===== src/rtl/mpt_pkg.sv =====
// MPT shared types: transaction bundle, request fields, fault enums
// and the request-issuer drain FSM states.
package mpt_pkg;

  localparam int MPT_MAX_OUTSTANDING = 8;
  localparam int MPT_ID_W            = 4;
  localparam int MPT_SPA_W           = 13;

  typedef enum logic [1:0] {
    ACCESS_READ,
    ACCESS_WRITE,
    ACCESS_EXEC
  } access_type_e;

  typedef enum logic [1:0] {
    MMPT_BARE,
    MMPT_SMMPT34,
    MMPT_SMMPT43,
    MMPT_SMMPT52
  } mmpt_mode_e;

  typedef struct packed {
    mmpt_mode_e mode;
    logic [0:0] ppn;
  } mmpt_reg_t;

  typedef union packed {
    logic [MPT_SPA_W-1:0] raw;
    struct packed {
      logic [0:0]  vpn;
      logic [11:0] offset;
    } f;
  } spa_t_u;

  typedef enum logic [1:0] {
    NO_ERROR,
    NOT_VALID_ADDR,
    RESERVED_BITS,
    MISCONFIGURED
  } page_format_fault_e;

  typedef enum logic {
    MPT_WALKING_DO,
    MPT_WALKING_DONE
  } mpt_walking_e;

  typedef enum logic [1:0] {
    ISSUER_RUN,
    ISSUER_DRAIN,
    ISSUER_DRAINED
  } mpt_issuer_state_e;

  // 32 bits total; matches the default pipeline data width.
  typedef struct packed {
    logic               valid;
    logic               completed;
    logic [MPT_ID_W-1:0] id;
    mmpt_reg_t          mmpt;
    spa_t_u             spa;
    access_type_e       access_type;
    logic [1:0]         rpa;
    logic [0:0]         mpte;
    logic               plb_hit;
    mpt_walking_e       walking;
    page_format_fault_e format_error;
    logic [0:0]         access_error;
  } mptw_transaction_t;

endpackage


===== src/rtl/mpt_id_allocator.sv =====
// Busy bitmap for in-flight IDs: lowest-free encoder, set/clear, popcount.
// Ports: i_alloc/o_free/o_free_id allocate; i_clr/i_clr_id/o_hit retire.
module mpt_id_allocator #(
  parameter int MAX_OUTSTANDING = 8,
  parameter int ID_WIDTH        = 4
) (
  input  logic                clk_i,
  input  logic                rst_i,
  input  logic                i_alloc,
  input  logic                i_clr,
  input  logic [ID_WIDTH-1:0] i_clr_id,
  output logic                o_free,
  output logic [ID_WIDTH-1:0] o_free_id,
  output logic                o_hit,
  output logic [ID_WIDTH:0]   o_outstanding
);

  logic [MAX_OUTSTANDING-1:0] r_busy;
  logic [MAX_OUTSTANDING-1:0] w_set;
  logic [MAX_OUTSTANDING-1:0] w_clr;

  // Descending scan so the lowest free index wins.
  always_comb begin
    o_free        = 1'b0;
    o_free_id     = '0;
    o_hit         = 1'b0;
    o_outstanding = '0;
    for (int i = MAX_OUTSTANDING - 1; i >= 0; i--) begin
      if (!r_busy[i]) begin
        o_free    = 1'b1;
        o_free_id = ID_WIDTH'(i);
      end
    end
    // Out-of-range IDs never match, so they read as not busy.
    for (int i = 0; i < MAX_OUTSTANDING; i++) begin
      if (r_busy[i] && i_clr_id == ID_WIDTH'(i)) o_hit = 1'b1;
      o_outstanding = o_outstanding + (ID_WIDTH+1)'(r_busy[i]);
    end
  end

  always_comb begin
    w_set = '0;
    w_clr = '0;
    for (int i = 0; i < MAX_OUTSTANDING; i++) begin
      w_set[i] = i_alloc && o_free && (o_free_id == ID_WIDTH'(i));
      w_clr[i] = i_clr && r_busy[i] && (i_clr_id == ID_WIDTH'(i));
    end
  end

  always_ff @(posedge clk_i or posedge rst_i) begin
    if (rst_i) r_busy <= '0;
    else       r_busy <= (r_busy & ~w_clr) | w_set;
  end

endmodule


===== src/rtl/mpt_request_issuer.sv =====
// Issues checker requests as tagged MPT transactions, retires IDs on
// completion, returns responses, and quiesces on drain_i.
module mpt_request_issuer
  import mpt_pkg::*;
#(
  parameter int PIPELINE_MASTER_DATA_WIDTH = 32,
  parameter int MAX_OUTSTANDING            = MPT_MAX_OUTSTANDING,
  parameter int ID_WIDTH                   = MPT_ID_W
) (
  input  logic                                  clk_i,
  input  logic                                  rst_i,
  input  logic                                  req_valid_i,
  output logic                                  req_ready_o,
  input  spa_t_u                                req_spa_i,
  input  access_type_e                          req_access_type_i,
  input  mmpt_reg_t                             req_mmpt_i,
  output logic [PIPELINE_MASTER_DATA_WIDTH-1:0] stage_master_data,
  output logic                                  stage_master_valid,
  input  logic                                  stage_master_ready,
  input  logic                                  cpl_valid_i,
  output logic                                  cpl_ready_o,
  input  logic [PIPELINE_MASTER_DATA_WIDTH-1:0] cpl_data_i,
  output logic                                  rsp_valid_o,
  input  logic                                  rsp_ready_i,
  output logic [ID_WIDTH-1:0]                   rsp_id_o,
  output page_format_fault_e                    rsp_format_error_o,
  output logic                                  rsp_access_error_o,
  input  logic                                  drain_i,
  output logic                                  drained_o,
  output logic [ID_WIDTH:0]                     outstanding_o,
  output logic                                  spurious_cpl_o
);

  mptw_transaction_t  r_data;
  mptw_transaction_t  w_new;
  mptw_transaction_t  w_cpl_tr;
  logic               r_valid;
  logic               r_rsp_valid;
  logic [ID_WIDTH-1:0] r_rsp_id;
  page_format_fault_e r_rsp_fmt;
  logic               r_rsp_acc;
  logic               r_spur;
  mpt_issuer_state_e  r_state;
  mpt_issuer_state_e  w_state_nx;
  logic               w_free;
  logic [ID_WIDTH-1:0] w_free_id;
  logic               w_hit;
  logic [ID_WIDTH:0]  w_outstanding;
  logic               w_alloc;
  logic               w_cpl_hs;
  logic               w_unused;

  assign w_cpl_tr = mptw_transaction_t'(cpl_data_i);

  assign req_ready_o = (r_state == ISSUER_RUN) && w_free &&
                       (!r_valid || stage_master_ready);
  assign w_alloc     = req_valid_i && req_ready_o;
  assign cpl_ready_o = !r_rsp_valid || rsp_ready_i;
  assign w_cpl_hs    = cpl_valid_i && cpl_ready_o;

  mpt_id_allocator #(
    .MAX_OUTSTANDING(MAX_OUTSTANDING),
    .ID_WIDTH       (ID_WIDTH)
  ) u_alloc (
    .clk_i        (clk_i),
    .rst_i        (rst_i),
    .i_alloc      (w_alloc),
    .i_clr        (w_cpl_hs),
    .i_clr_id     (ID_WIDTH'(w_cpl_tr.id)),
    .o_free       (w_free),
    .o_free_id    (w_free_id),
    .o_hit        (w_hit),
    .o_outstanding(w_outstanding)
  );

  always_comb begin
    w_new              = '0;
    w_new.valid        = 1'b1;
    w_new.id           = MPT_ID_W'(w_free_id);
    w_new.mmpt         = req_mmpt_i;
    w_new.spa          = req_spa_i;
    w_new.access_type  = req_access_type_i;
    w_new.walking      = MPT_WALKING_DO;
    w_new.format_error = NO_ERROR;
  end

  // Reload on accept wins over drop, giving 1/cycle back-to-back.
  always_ff @(posedge clk_i or posedge rst_i) begin
    if (rst_i) begin
      r_data  <= '0;
      r_valid <= 1'b0;
    end else if (w_alloc) begin
      r_data  <= w_new;
      r_valid <= 1'b1;
    end else if (r_valid && stage_master_ready) begin
      r_valid <= 1'b0;
    end
  end

  always_ff @(posedge clk_i or posedge rst_i) begin
    if (rst_i) begin
      r_rsp_valid <= 1'b0;
      r_rsp_id    <= '0;
      r_rsp_fmt   <= NO_ERROR;
      r_rsp_acc   <= 1'b0;
      r_spur      <= 1'b0;
    end else begin
      if (w_cpl_hs) begin
        r_rsp_valid <= 1'b1;
        r_rsp_id    <= ID_WIDTH'(w_cpl_tr.id);
        r_rsp_fmt   <= w_cpl_tr.format_error;
        r_rsp_acc   <= |w_cpl_tr.access_error;
        if (!w_hit) r_spur <= 1'b1;
      end else if (rsp_ready_i) begin
        r_rsp_valid <= 1'b0;
      end
    end
  end

  always_ff @(posedge clk_i or posedge rst_i) begin
    if (rst_i) r_state <= ISSUER_RUN;
    else       r_state <= w_state_nx;
  end

  always_comb begin
    w_state_nx = r_state;
    drained_o  = 1'b0;
    unique case (r_state)
      ISSUER_RUN: begin
        if (drain_i) w_state_nx = ISSUER_DRAIN;
      end
      ISSUER_DRAIN: begin
        if (!drain_i)
          w_state_nx = ISSUER_RUN;
        else if (w_outstanding == '0 && !r_valid)
          w_state_nx = ISSUER_DRAINED;
      end
      ISSUER_DRAINED: begin
        drained_o = 1'b1;
        if (!drain_i) w_state_nx = ISSUER_RUN;
      end
      default: w_state_nx = ISSUER_RUN;
    endcase
  end

  assign stage_master_data  = r_data;
  assign stage_master_valid = r_valid;
  assign rsp_valid_o        = r_rsp_valid;
  assign rsp_id_o           = r_rsp_id;
  assign rsp_format_error_o = r_rsp_fmt;
  assign rsp_access_error_o = r_rsp_acc;
  assign outstanding_o      = w_outstanding;
  assign spurious_cpl_o     = r_spur;

  assign w_unused = ^{w_cpl_tr.valid, w_cpl_tr.completed, w_cpl_tr.mmpt,
                      w_cpl_tr.spa, w_cpl_tr.access_type, w_cpl_tr.rpa,
                      w_cpl_tr.mpte, w_cpl_tr.plb_hit, w_cpl_tr.walking};

endmodule


===== config.mk =====
export PLATFORM = sky130hd
export DESIGN_NAME = mpt_request_issuer
export DESIGN_NICKNAME = d
export VERILOG_FILES = /design/src/rtl/mpt_pkg.sv /design/src/rtl/mpt_id_allocator.sv /design/src/rtl/mpt_request_issuer.sv
export SDC_FILE = /design/constraint.sdc
export NUM_CORES = 1
export LEC_CHECK = 0
export BUFFER_PORTS_ARGS = -buffer_cell sky130_fd_sc_hd__buf_2
export CORE_MARGIN = 1
export CORE_UTILIZATION = 42
export DETAILED_ROUTE_END_ITERATION = 16
export PLACE_DENSITY = 0.77
export SETUP_SLACK_MARGIN = 0.05
export SYNTH_ARGS = -nofsm -noshare
export SYNTH_HDL_FRONTEND = slang
export SYNTH_HIERARCHICAL = 1
export SYNTH_SLANG_ARGS = --single-unit
export TNS_END_PERCENT = 100

===== constraint.sdc =====
create_clock -name clk_i -period 3.24 [get_ports clk_i]
set_input_delay 0.324 -clock clk_i [delete_from_list [all_inputs] [get_ports clk_i]]
set_output_delay 0.324 -clock clk_i [all_outputs]
set_load 0.01 [all_outputs]

# [Yosys cells after proc, flatten, opt, wreduce, memory -nomap -nowiden]
# Index checks and enable logic that the tools add are counted.
[classes] add_sub_neg=7 n_eq_ne=19 mux=34 n_bitwise=4 n_reduce_logical=51
[ops] operator="$logic_and 1x1->1" n=39
[ops] operator="$add 5x1->5" n=6
[ops] operator="$mux 3" n=8
[ops] operator="$mux 1" n=21
[ops] operator="$eq 4x3->1 const B" n=4
[ops] operator="$eq 3x3->1 const B" n=4
[ops] operator="$and 8x8->8" n=1
[ops] operator="$eq 4x2->1 const B" n=2
[ops] operator="$logic_not 4->1" n=2
[ops] operator="$mux 2" n=4
[ops] operator="$not 8->8" n=1
[ops] operator="$or 8x8->8" n=1
[ops] operator="$eq 3x2->1 const B" n=2
[ops] operator="$pmux 2 s3" n=1
[ops] operator="$logic_not 5->1" n=1
[ops] operator="$eq 4x1->1 const B" n=1
[ops] operator="$ne 2x2->1 const B" n=2
[ops] operator="$reduce_bool 2->1" n=2
[ops] operator="$eq 3x1->1 const B" n=1
[ops] operator="$ne 3x3->1 const B" n=1
[ops] operator="$reduce_and 3->1" n=1
[ops] operator="$add 1x1->2" n=1
[ops] operator="$eq 2x1->1 const B" n=1
[ops] operator="$eq 2x2->1 const B" n=1
[ops] operator="other kinds (5)" n=7
[word_totals] ff_bits=43 input_bits=57 out_inout_bits=50 wordCells=129

# [Logic depth before layout (Yosys ltp)]
[logic_depth] depth_word=14 ltp_mapped=12 mapped_depth_nobuf=12

# [Modules after synthesis]
# Netlist, hierarchy kept.
[modules_own_cells] mod="mpt_request_issuer" instances=1 cells_each=97 area_each_um2=1487.7
[modules_own_cells] mod="mpt_id_allocator" instances=1 cells_each=91 area_each_um2=740.7

# [Worst setup path before layout]
# No wires, ideal clock.
[synth_path] kind="reg-to-reg" start="register u_alloc.r_busy[3]" end="register r_state[1]" setup_time_ns=0.083 arrival_ns=3.191 setup_slack_ns=-0.034 path_stages_with_launch=13 path_buffers=0 synth_period_minus_slack_ns=3.274 cell_sequence="dfrtp_1 > fa_1 > inv_1 > fa_1 > fa_1 > inv_1 > ha_1 > inv_1 > fa_1 > xnor2_1 > nor4_1 > nand3_1 > o21ai_0"
[synth_between] elab_chain_cells=9
[synth_rtl] item="from (decl)" line="mpt_id_allocator.sv:18" rtl="logic [MAX_OUTSTANDING-1:0] r_busy;"
[synth_rtl] item="from (signal assigned)" line="mpt_id_allocator.sv:52" rtl="else r_busy <= (r_busy & ~w_clr) | w_set;"
[synth_rtl] item="$add 5x1->5 (5 in series)" line="mpt_id_allocator.sv:37" rtl="o_outstanding = o_outstanding + (ID_WIDTH+1)'(r_busy[i]);"
[synth_rtl] item="via outstanding_o[2]" line="mpt_request_issuer.sv:30" rtl="output logic [ID_WIDTH:0] outstanding_o,"
[synth_rtl] item="$logic_not 5->1" line="mpt_request_issuer.sv:135" rtl="else if (w_outstanding == '0 && !r_valid)"
[synth_rtl] item="$logic_and 1x1->1" line="mpt_request_issuer.sv:135"
[synth_rtl] item="$ne 3x3->1 (no line)"
[synth_rtl] item="$reduce_and 3->1 (no line)"
[synth_rtl] item="to (signal assigned)" line="mpt_request_issuer.sv:122" rtl="else r_state <= w_state_nx;"
[synth_rtl] item="to (decl)" line="mpt_request_issuer.sv:43" rtl="mpt_issuer_state_e r_state;"
# The timed path passes the listed nets, and every way through them passes these cells.
# A chain may end at the register's enable or synchronous reset.

# [Worst setup path in the final report]
[layout_path] start="register u_alloc.r_busy[0]" end="output outstanding_o[1]"
[layout_between] elab_chain_cells=7
[layout_rtl] item="$add 1x1->2" line="mpt_id_allocator.sv:37"
[layout_rtl] item="$add 5x1->5 (6 in series)" line="mpt_id_allocator.sv:37"
[layout_rtl] item="to (decl)" line="mpt_request_issuer.sv:30"
# Every way passes these cells.

==> metrics <==
status=complete, but fails checks; failing checks=DRC, setup timing; Async S/R FF share, synth=1.00; Setup TNS Final=-0.936 ns; gpl congestion=0.842; GRT Residual Overflow=0; Main synth FF type=dfrtp_1; Final Util=0.565; area of the mapped netlist=0.00223 sq mm; M2 GR Usage=0.281; PD cells=1340 mW/mm^2; first-pass GRT wire length=6810 um; antenna-violating nets left=0; largest net degree at the start of global routing=26; Std-Cell Rows=26; maximum vdd ir drop=0.735 mV; crit share post-route=1.08; count of pins over their slew limit=0; met1 usage=0.191; Via density=4.81; Lkg Pwr=1.46 nW; # DRC=1; CP Data Arrival Time=3.17 ns; clock root cell=clkbuf_8; CTS tree=done; Tot Pwr=0.00386 W; top post-synthesis cells by count=43 x dfrtp_1, 18 x inv_1, 17 x mux2_4; post-DP HPWL=3180 um; met3 Use GR=0.0428; Max Fclk=286 MHz; Syn Area/Cell=11.9 sq um; H-tree depth=2; Final Hold Vio Count=0; fin cells=342; iteration-0 DRC count of the detailed router=31; placed cell count=327; Num CTS Buffers=5; initial antenna violation count=0; Startpoint Class=flop; sequential area share after synthesis=0.483; Hold/Removal Path Class=primary input to flop; Core Footprint=0.00511 sq mm; post-synth top area share=0.483; Die W=74.8 um; EDFF count, synth=0; nets=335; total number of vias=1645; # IOs=107; top post-synthesis cells by area=dfrtp_1 48%, mux2_4 11%, mux2_2 6.1%, buf_4 3.7%, fa_1 3.6%; Layout area overhead=29.4%; DRT Pass-1 Iters=10; Crit. End Element=output pin; routed len/inst=12.5 um; GRT Overall Usage=0.166; dpl ws=-0.0933 ns; max-cap violations=0; PortBufs=71; Crit Path Max Fanout=2; Most Crowded Layer GR=met2; Synth cell types=40; final clock skew=0.00750 ns; number of synthesized register bits=43; fin crit period=3.50 ns; chip height=74.8 um; maximum clock path buffer count=2; starting density of the core=0.436; WP data required=2.92 ns; Worst Setup Slack, final=-0.255 ns; layout cell share with drive strength beyond 1=0.511; Yosys warning total=6; fillcell total=432; Clock transition at path regs=0.09 ns; most frequent cell after synthesis=dfrtp_1; clk_lat worst skew=0.30 ns; Die Footprint=0.00560 sq mm; vias in the first global route=1598; RSZ-0062 raised after global routing=true; Worst-Margin Slew=0.863 ns; number of setup violations in the final report=5; Mapped Cells=188; Synth area leader=dfrtp_1; crit path kind=flop to output pin; Rel. slew slack=0.424; total wire length=4290 um; Ant. Diodes=0; clock tree sinks=43
-- timing repair --
item	in CTS	in global routing
buffers inserted	4	2
setup endpoints to repair	5	5
pin swaps	3	6
hold endpoints to repair	8	0
resized for setup	13	4
hold buffers	1	0
-- report_power, final --
| group | internal, W | total [W] | switching (W) |
|---|---|---|---|
| Sequential | 0.000746 | 0.000893 | 0.000147 |
| Clock | 0.000307 | 0.000496 | 0.000188 |
| Combinational | 0.00137 | 0.00247 | 0.00110 |
-- through the flow --
stage          hold slack, ns  cell area [sq um]
2_1_floorplan           0.140               2280
6_report                0.223               2880
3_5_place_dp            0.307               2640
4_1_cts                 0.217               2850
3_3_place_gp            0.294               2640
5_1_grt                 0.235               2880
-- final cells by class --
cell class | instances | area [sq um] | share of cell area
inverters | 18 | 67.6 | 0.0234
repair buffers | 83 | 462 | 0.160
flip-flops and latches | 43 | 1080 | 0.374
clock buffers | 5 | 68.8 | 0.0239
well taps | 70 | 87.6 | 0.0304
clock inverters | 3 | 67.6 | 0.0234
multi-input cells | 120 | 1050 | 0.365
-- routing by layer --
metal	vias to the layer above	wire length [um]	share of wire
met5	-	0	0
met4	0	110	0.026
met3	13	192	0.045
met2	61	2190	0.51
met1	793	1800	0.42
li1	778	-	-
-- cells in the final DEF, fill, tap and decap left out, drive strengths merged, types with 7 or more instances in the layout --
cell and n:
nand2b 7, conb 11, inv 18, buf 82, mux2 29, nand2 11, dfrtp 43, nor2 7
o21ai 10
-- critical path, stage by stage (launching register included) --
cell and delay [ns]:
dfrtp_1 0.40, fa_1 0.56, inv_2 0.04, fa_1 0.51
fa_2 0.45, inv_2 0.08, ha_4 0.12, inv_2 0.03
fa_2 0.52, inv_2 0.04, buf_6 0.11
-- cells by family (layout without fill, tap and decap cells) --
kind of cell | count (synthesis) | in the layout | synth area share
AO/OA/AOI/OAI | 28 | 28 | 0.0837
other | 2 | 11 | 0.00337
AND/OR/NAND/NOR | 43 | 43 | 0.109
multiplexers | 30 | 30 | 0.180
adder cells (fa/ha/maj) | 7 | 7 | 0.0528
flip-flops | 43 | 43 | 0.483
XOR/XNOR | 1 | 1 | 0.00393
buffers and inverters | 34 | 109 | 0.0842
-- final timing paths --
kind | startpoint | endpoint | slack [ns] | cells past startpoint
max | u_alloc/r_busy[0] | outstanding_o[1] | -0.26 | 10
min | cpl_valid_i | rsp_valid_o | 0.22 | 2
max reg2reg | u_alloc/r_busy[0] | r_state[1] | -0.16 | 15
min reg2reg | stage_master_data[31] | stage_master_data[31] | 0.48 | 1
max in group asynchronous | rst_i | stage_master_valid | 1.84 | 4
min in group asynchronous | rst_i | u_alloc/r_busy[5] | 0.55 | 3
-- sequential cells by signal (all words and copies together), names as in the netlist --
signal	flops
rsp_valid_o	1
rsp_format_error_o	2
r_state	2
rsp_id_o	4
stage_master_data	23
spurious_cpl_o	1
stage_master_valid	1
u_alloc/r_busy	8
rsp_access_error_o	1
Note: power is estimated with default switching activity, not from simulation.
